===== config.mk =====
export PLATFORM = sky130hd
export DESIGN_NAME = can_fd_rx_fifo
export DESIGN_NICKNAME = d
export VERILOG_FILES = /design/src/rtl/can_fd_rx_fifo.sv
export SDC_FILE = /design/constraint.sdc
export NUM_CORES = 2
export LEC_CHECK = 0
export CAP_MARGIN = 40
export CORE_ASPECT_RATIO = 1.4
export CORE_MARGIN = 2
export CORE_UTILIZATION = 39
export DETAILED_ROUTE_END_ITERATION = 8
export HOLD_SLACK_MARGIN = 0.02
export PLACE_DENSITY = 0.52
export SLEW_MARGIN = 20
export SYNTH_ARGS = -nofsm -noshare
export SYNTH_HDL_FRONTEND = slang
export SYNTH_MEMORY_MAX_BITS = 65536
export SYNTH_SLANG_ARGS = --single-unit

===== constraint.sdc =====
create_clock -name clk -period 9.3 [get_ports clk]
set_input_delay 0.93 -clock clk [delete_from_list [all_inputs] [get_ports clk]]
set_output_delay 0.93 -clock clk [all_outputs]
set_load 0.01 [all_outputs]

===== src/rtl/can_fd_rx_fifo.sv =====
// Frame-oriented CAN-FD receive FIFO: word data RAM plus a per-frame length/overrun
// record RAM, with commit, abort rollback, random-access head-frame reads and release.
module can_fd_rx_fifo #(
   parameter  int DATA_W      = 32,
   parameter  int DEPTH       = 128,
   parameter  int INFO_DEPTH  = 32,
   parameter  int MAX_FRAME_W = 18,
   parameter  int AFULL_THR   = 96,
   localparam int AW          = $clog2(DEPTH),
   localparam int IW          = $clog2(INFO_DEPTH),
   localparam int LW          = $clog2(MAX_FRAME_W + 1),
   localparam int OW          = $clog2(MAX_FRAME_W)
) (
   input  logic              clk,
   input  logic              rst_n,
   input  logic              reset_mode,
   input  logic              wr,
   input  logic [DATA_W-1:0] data_in,
   input  logic              wr_commit,
   input  logic              wr_abort,
   input  logic              release_buffer,
   input  logic [OW-1:0]     addr,
   output logic [DATA_W-1:0] data_out,
   output logic [LW-1:0]     head_len,
   output logic              head_overrun,
   output logic [IW:0]       info_cnt,
   output logic [AW:0]       fifo_cnt,
   output logic              info_empty,
   output logic              afull,
   output logic              overrun_evt
);

   logic [DATA_W-1:0] mem      [DEPTH];
   logic [LW:0]       info_mem [INFO_DEPTH];

   logic [AW-1:0] rd_ptr, wr_ptr, frm_start, wr_ptr_nx;
   logic [IW-1:0] rd_info, wr_info;
   logic [LW-1:0] len_cnt, len_final;
   logic          ovr_latch, ovr_final;
   logic [LW:0]   head_rec;
   logic          full, info_full, rel_ok, wr_ok;
   logic          commit, commit_ok, commit_drop, rollback;

   always_comb begin
      full         = (fifo_cnt == (AW+1)'(DEPTH));
      info_full    = (info_cnt == (IW+1)'(INFO_DEPTH));
      info_empty   = (info_cnt == '0);
      afull        = (fifo_cnt >= (AW+1)'(AFULL_THR));
      head_rec     = info_mem[rd_info];
      head_len     = info_empty ? '0 : head_rec[LW:1];
      head_overrun = !info_empty && head_rec[0];
      data_out     = mem[rd_ptr + AW'(addr)];

      rel_ok    = release_buffer && !info_empty;
      wr_ok     = wr && !wr_abort && !full && (len_cnt < LW'(MAX_FRAME_W));
      ovr_final = ovr_latch | (wr & ~wr_ok);
      len_final = len_cnt + LW'(wr_ok);
      // info-full is sampled before this cycle's release, so a concurrent release frees the slot
      commit      = wr_commit && !wr_abort && ((len_final != '0) || ovr_final);
      commit_ok   = commit && (!info_full || rel_ok);
      commit_drop = commit && info_full && !rel_ok;
      rollback    = wr_abort || commit_drop;
      wr_ptr_nx   = rollback ? frm_start : wr_ptr + AW'(wr_ok);
   end

   always_ff @(posedge clk or negedge rst_n) begin
      if (!rst_n) begin
         rd_ptr      <= '0;
         wr_ptr      <= '0;
         frm_start   <= '0;
         rd_info     <= '0;
         wr_info     <= '0;
         len_cnt     <= '0;
         ovr_latch   <= 1'b0;
         fifo_cnt    <= '0;
         info_cnt    <= '0;
         overrun_evt <= 1'b0;
      end else if (reset_mode) begin
         wr_ptr      <= rd_ptr;
         frm_start   <= rd_ptr;
         wr_info     <= rd_info;
         len_cnt     <= '0;
         ovr_latch   <= 1'b0;
         fifo_cnt    <= '0;
         info_cnt    <= '0;
         overrun_evt <= 1'b0;
      end else begin
         wr_ptr <= wr_ptr_nx;
         if (commit_ok) begin
            frm_start <= wr_ptr_nx;
            wr_info   <= wr_info + 1'b1;
         end
         if (rel_ok) begin
            rd_ptr  <= rd_ptr + AW'(head_len);
            rd_info <= rd_info + 1'b1;
         end
         info_cnt <= info_cnt + (IW+1)'(commit_ok) - (IW+1)'(rel_ok);
         fifo_cnt <= fifo_cnt + (AW+1)'(wr_ok)
                     - (rel_ok   ? (AW+1)'(head_len)  : '0)
                     - (rollback ? (AW+1)'(len_final) : '0);
         len_cnt     <= (rollback || wr_commit) ? '0 : len_final;
         ovr_latch   <= (wr_abort || wr_commit) ? 1'b0 : ovr_final;
         overrun_evt <= (commit_ok && ovr_final) || commit_drop;
      end
   end

   always_ff @(posedge clk) begin
      if (wr_ok && !reset_mode)
         mem[wr_ptr] <= data_in;
      if (commit_ok && !reset_mode)
         info_mem[wr_info] <= {len_final, ovr_final};
   end

endmodule

[Word-level counts from Yosys, hierarchy flattened]
Memory sizes are Yosys's and may differ from the RTL's.
Cells that the tools add are included.
Word-level totals
  register bits after elaboration: 52
  latch bits: 0
  RAM bits: 4288
  bits in read-only memories: 0
  bits of input ports: 44
  output and inout bits: 55
  logic and storage cells: 80
  memories kept: 2
Memory list
  mem: words 128, bits a word 32, read ports 1, clocked after Yosys merged registers in 0, wr ports 1, line 33  | logic [DATA_W-1:0] mem [DEPTH];
  info_mem: words 32, bits a word 6, read ports 1, clocked after Yosys merged registers in 0, wr ports 1, line 34  | logic [LW:0] info_mem [INFO_DEPTH];
Cells by class
  add/sub/neg operators: 11
  multipliers: 0
  divide/modulo/power cells: 0
  order comparisons: 2
  equal/unequal tests: 2
  shifts and indexed selects: 0
  multiplexer cells: 20
  bitwise gates (word level): 4
  reduce and logical (&&, ||, !) cells: 29
Operators by type and width (number)
  $mux W5: 7
  $mux W7: 4
  $sub A8 B5 Y8: 2
  $add A7 B5 Y7: 2
  $logic_and A1 B1 Y1: 13
  $add A5 B1 Y5 const B: 2
  $add A8 B1 Y8: 1
  $eq A8 B8 Y1 const B: 1
  $ge A8 B7 Y1 const B: 1
  $mux W8: 1
  $add A7 B1 Y7: 1
  $mux W1: 7
  $add A6 B1 Y6: 1
  $eq A6 B6 Y1 const B: 1
  $logic_not A1 Y1: 6
  $logic_not A6 Y1: 1
  $logic_or A1 B1 Y1: 6
  $mux W6: 1
  $sub A6 B1 Y6: 1
  $add A5 B1 Y5: 1
  $lt A5 B5 Y1 const B: 1
  $reduce_bool A5 Y1: 1
  $not A1 Y1: 2
  $reduce_and A2 Y1: 1
  3 further kinds: 3

[Longest topological paths before layout]
  word-level depth: 15
  mapped depth: 28
  depth with buffers taken out: 27

[Least setup slack after synthesis]
OpenSTA, ideal clock, no wires.
  path type: reg2reg
  start: reg fifo_cnt[6]
  end: reg fifo_cnt[7]
  library setup time: 0.132 ns
  arrival time: 5.337 ns
  required time: 9.168 ns
  setup slack: 3.831 ns
  cell stages (with the launch flop): 29
  path buffers: 1
  clock period less this slack: 5.469 ns
  cells stage by stage: dfrtp_1 > inv_1 > ha_1 > nor4b_1 > a21oi_1 > nand2_1 > nor2_1 > ha_1 > ha_1 > xnor2_1 > inv_1 > nor3_1 > and3_1 > nand2_1 > a31oi_1 > buf_2 > nand2b_1 > fa_1 > inv_1 > fa_1 > inv_1 > ha_1 > fa_1 > a21o_1 > a21oi_1 > o21bai_1 > a21oi_1 > xor2_1 > nor2_1
Between the ends
  elaborated cells on any way between the ends: 19
  classes of those cells: add/sub: 4; eq/ne: 1; mux: 2; bitwise: 3; reduce/logical: 9
RTL lines
  start, declared: line 27  | output logic [AW:0] fifo_cnt,
  start signal, assigned: line 98  | fifo_cnt <= fifo_cnt + (AW+1)'(wr_ok)
  $eq A8 B8 Y1 *: line 45  | full = (fifo_cnt == (AW+1)'(DEPTH));
  $logic_not A1 Y1 *: line 55  | wr_ok = wr && !wr_abort && !full && (len_cnt < LW'(MAX_FRAME_W));
  $logic_and A1 B1 Y1 * (2 in a row): line 55
  $add A5 B1 Y5 *: line 57  | len_final = len_cnt + LW'(wr_ok);
  named net len_final[2]: line 38  | logic [LW-1:0] len_cnt, len_final;
  $reduce_bool A5 Y1: line 59  | commit = wr_commit && !wr_abort && ((len_final != '0) || ovr_final);
  $logic_or A1 B1 Y1: line 59
  $logic_and A1 B1 Y1: line 59
  $logic_and A1 B1 Y1 (2 in a row): line 61  | commit_drop = commit && info_full && !rel_ok;
  $logic_or A1 B1 Y1: line 62  | rollback = wr_abort || commit_drop;
  $mux W5 *: line 100  | - (rollback ? (AW+1)'(len_final) : '0);
  $sub A8 B5 Y8 *: line 100
  $mux W8 *: line 78  | end else if (reset_mode) begin
Mark *: on every way through the listed nets, which the timed path passes. The rest lies on a longest branch.
A chain may end at the register's enable or synchronous reset.

[Worst setup path after layout]
  start: reg rd_ptr[0]
  end: out data_out[26]
Between the ends
  longest elaborated chain between the ends: 2
RTL lines
  start, declared: line 36  | logic [AW-1:0] rd_ptr, wr_ptr, frm_start, wr_ptr_nx;
  start signal, assigned: line 94  | rd_ptr <= rd_ptr + AW'(head_len);
  $add A7 B5 Y7: line 52  | data_out = mem[rd_ptr + AW'(addr)];
  $mem_v2 Z128 W32
  end, declared: line 23  | output logic [DATA_W-1:0] data_out,
No other way between the ends.

==> out/qor.csv <==
stage,metric,value,unit
status,status,finished clean,
logic_synthesis,synth_seq_area_share,77.5,%
cells_and_area,syn2layout_area_growth,14.4,%
worst_setup_path,critPathTopFamily,buffers and inverters,
worst_hold_path,hold_depth,2,
floorplanning,initial_utilization,39.1,%
worst_setup_path,arrival,6490,ps
worst_hold_path,hold_start,reset_mode,
logic_synthesis,ys_top_cells_by_area,"edfxtp_1, mux4_2, mux2_2, mux2i_1, dfrtp_1",
global_routing,grt_max_degree,83,
logic_synthesis,synth_top_family_by_area,multiplexers,
placement,port_buffers,98,
run,maxCapViolCount,0,
logic_synthesis,synth_commonest_cells,"edfxtp_1, mux4_2, mux2i_1",
clock_tree,cts_setup_buffers,0,
worst_setup_path,ff2ff_path_depth,27,
logic_synthesis,netlist_area,0.168,mm2
worst_setup_path,slowest_stage,nand2_8,
worst_hold_path,hold_class,in2reg,
timing,tightest_slew,924,ps
worst_setup_path,path_max_fanout,68,
timing,grt_setup_unrepaired,no,
timing,max_freq,135,MHz
power_and_ir_drop,leakagePower,59.5,nW
logic_synthesis,yosys_most_used_dff,edfxtp_1,
logic_synthesis,synthSimpleGateAreaFrac,1.21,%
timing,period_needed,7420,ps
global_routing,track_usage,21.8,%
logic_synthesis,avgSynthCellArea,23.0,um2
worst_setup_path,startpoint,rd_ptr[0],
worst_setup_path,crit_top_cell,nand3_1,
logic_synthesis,synth_top_area_share,76.7,%
timing,fin_crit_sh,79.7,%
route,firstDrtPassIters,6,
timing,fin_ws,1880,ps
worst_setup_path,critPathBufInv,4,
worst_setup_path,path_class,reg2out,
placement,place_hpwl,280000,um
logic_synthesis,netlist_instances,7296,
logic_synthesis,synth-async-reset-ratio,1.20,%
placement,pre_cts_ws,1920,ps
worst_hold_path,hold_end,info_cnt[5],
logic_synthesis,synth.most_common_cell,edfxtp_1,
worst_setup_path,path_cells,ha_4 -> fa_4 -> nand3_1 -> nand3_1 -> nand2_8 -> buf_16 -> buf_12 -> mux2_2 -> o22ai_1 -> nor2_1 -> buf_4 -> o2111a_1 -> clkdlybuf4s50_1,
worst_setup_path,cp-end-kind,output port,
route,post_drt_wl_per_cell,34.5,um
worst_setup_path,r2r-start,fifo_cnt[6],
worst_setup_path,max_stage_delay,610,ps
global_routing,antenna_found_initial,36,
worst_setup_path,required,8370,ps
timing,clock_skew,93.8,ps
clock_tree,clock_path_buffers,4,
floorplanning,ioPinCount,99,
worst_setup_path,worstSetupStartpointType,flip-flop,
route,viasPerCell,5.75,
timing,slew_viol_final,0,
clock_tree,clock-sinks,4340,
timing,setup_tns,0,ps
route,via_count,79800,
timing,final-hold-violation-count,0,
worst_setup_path,rr_endpoint,fifo_cnt[7],
route,drc,0,
floorplanning,die_w,559,um
floorplanning,core,0.429,mm2
logic_synthesis,ys_warn_count,0,
floorplanning,die_y,780,um
cells_and_area,layout.nets,7875,
logic_synthesis,synth-adder-area-share,0.420,%
cells_and_area,fill_cells,36100,
timing,setup_viol,0,
power_and_ir_drop,irDropWorstVdd,0.338,mV
timing,slew_headroom,38.4,%
logic_synthesis,synth_top_area_cell,edfxtp_1,
clock_tree,insertion_delay,1010,ps
logic_synthesis,synth_edf_count,4288,
clock_tree,cts_tree,built,
clock_tree,htree_levels,5,
route,drtIter0Drc,8927,
placement,routabilityCongestion,0.802,
worst_setup_path,r2r_setup_slack,3310,ps
logic_synthesis,synth-xor-area-share,0.172,%
logic_synthesis,synth_mux_area_share,17.9,%
global_routing,grt-ovfl-total,0,
logic_synthesis,synth_compound_area_share,1.60,%
power_and_ir_drop,power_density,325,mW/mm2
clock_tree,clockRootBuffer,clkbuf_16,
logic_synthesis,synthesis.nets,7391,
logic_synthesis,synth_cell_types,57,
cells_and_area,drive_above_1_share,30.0,%
clock_tree,clk_pin_slew_worst_paths,60,ps
floorplanning,dieArea,0.436,mm2
logic_synthesis,ys_seq_elements,4340,
global_routing,grt_pass1_vias,82500,
route,ant_nets,0,
clock_tree,cts-buffers-inserted,417,
route,totalWireLength,479000,um
floorplanning,rows,285,
global_routing,grt_pass1_wl,664000,um
-- final cells by class --
| cell class | instances | area [um2] | area share, % |
|---|---|---|---|
| timing repair buffer | 460 | 4740 | 2.47 |
| clock inverter | 227 | 2010 | 1.05 |
| sequential | 4340 | 130000 | 67.7 |
| clock buffer | 529 | 11000 | 5.71 |
| tap | 5740 | 7180 | 3.74 |
| inverter | 39 | 146 | 0.0762 |
| antenna | 12 | 30.0 | 0.0156 |
| multi-input combinational | 2522 | 36900 | 19.2 |
-- cell usage in the layout (no fill, tap or decap), drive strengths merged, types with 3 or more instances in the layout --
master,n
ha,42
nand3,48
inv,47
nand2,64
edfxtp,4288
buf,393
xnor2,21
a21oi,20
fa,9
diode,12
nand3b,3
nand2b,7
o2111a,31
dfrtp,52
nand4,6
o22ai,188
clkbuf,531
xor2,12
a21o,7
nor2,230
and2,10
nor3,8
and3,7
a211oi,5
o21ai,52
clkinv,184
bufinv,28
nor2b,16
or4,32
clkinvlp,7
mux4,1085
a31oi,3
clkdlybuf4s50,64
mux2,253
mux2i,276
o22a,62
-- power breakdown --
| part | switching [mW] | total (mW) | leakage, nW | internal, mW |
|---|---|---|---|---|
| clock network | 7.34 | 16.4 | 6.31 | 9.11 |
| logic | 14.5 | 24.1 | 13.9 | 9.66 |
| registers | 0.210 | 21.9 | 39.3 | 21.7 |
-- cell families after synthesis --
kind of cell	after synthesis
mux	1614
flops	4340
fa+ha+maj	51
buf+inv	434
xor+xnor	33
compound gates	384
simple gates	440
-- per-layer routing --
metal | part of all wire [%] | GRT usage (%) | routed length, um
met1 | 40 | 29.1 | 192000
met2 | 50 | 36.9 | 241000
met3 | 6.2 | 3.30 | 29700
met4 | 3.2 | 6.39 | 15400
met5 | 0.0019 | 0 | 9
-- timing repair --
action,in CTS,in global routing
hold buffers,1,0
resized for setup,0,0
endpoints found under the hold margin,40,0
setup endpoints to repair,0,0
-- state kept, by name (all words and copies together), names as in the netlist --
register,cells
len_cnt,5
wr_info,5
info_mem,192
wr_ptr,7
info_cnt,6
ovr_latch,1
fifo_cnt,8
frm_start,7
mem,4096
rd_info,5
overrun_evt,1
rd_ptr,7
-- stage by stage --
stage	utilization, %	hold WS [ps]	instances	power (mW)	instance area, um2
after global placement	41.4	543	13000	46.4	178000
final	44.7	323	13900	62.4	192000
after floorplan	-	498	7296	35.8	168000
after detailed placement	41.6	562	13100	46.6	179000
after global routing	44.7	290	13900	64.5	192000
after CTS	44.6	258	13800	63.1	192000
-- how the worst max path moves through the flow --
| stage | endpoint | cells past startpoint | slack (ps) |
|---|---|---|---|
| after floorplan | fifo_cnt[7] | 28 | 3830 |
| after global placement | data_out[26] | 12 | 1470 |
| after detailed placement | data_out[26] | 14 | 1920 |
| after CTS | data_out[26] | 13 | 1780 |
| after global routing | data_out[26] | 13 | 1710 |
| final | data_out[26] | 13 | 1880 |
No activity file was read; power rests on OpenSTA's default activity.
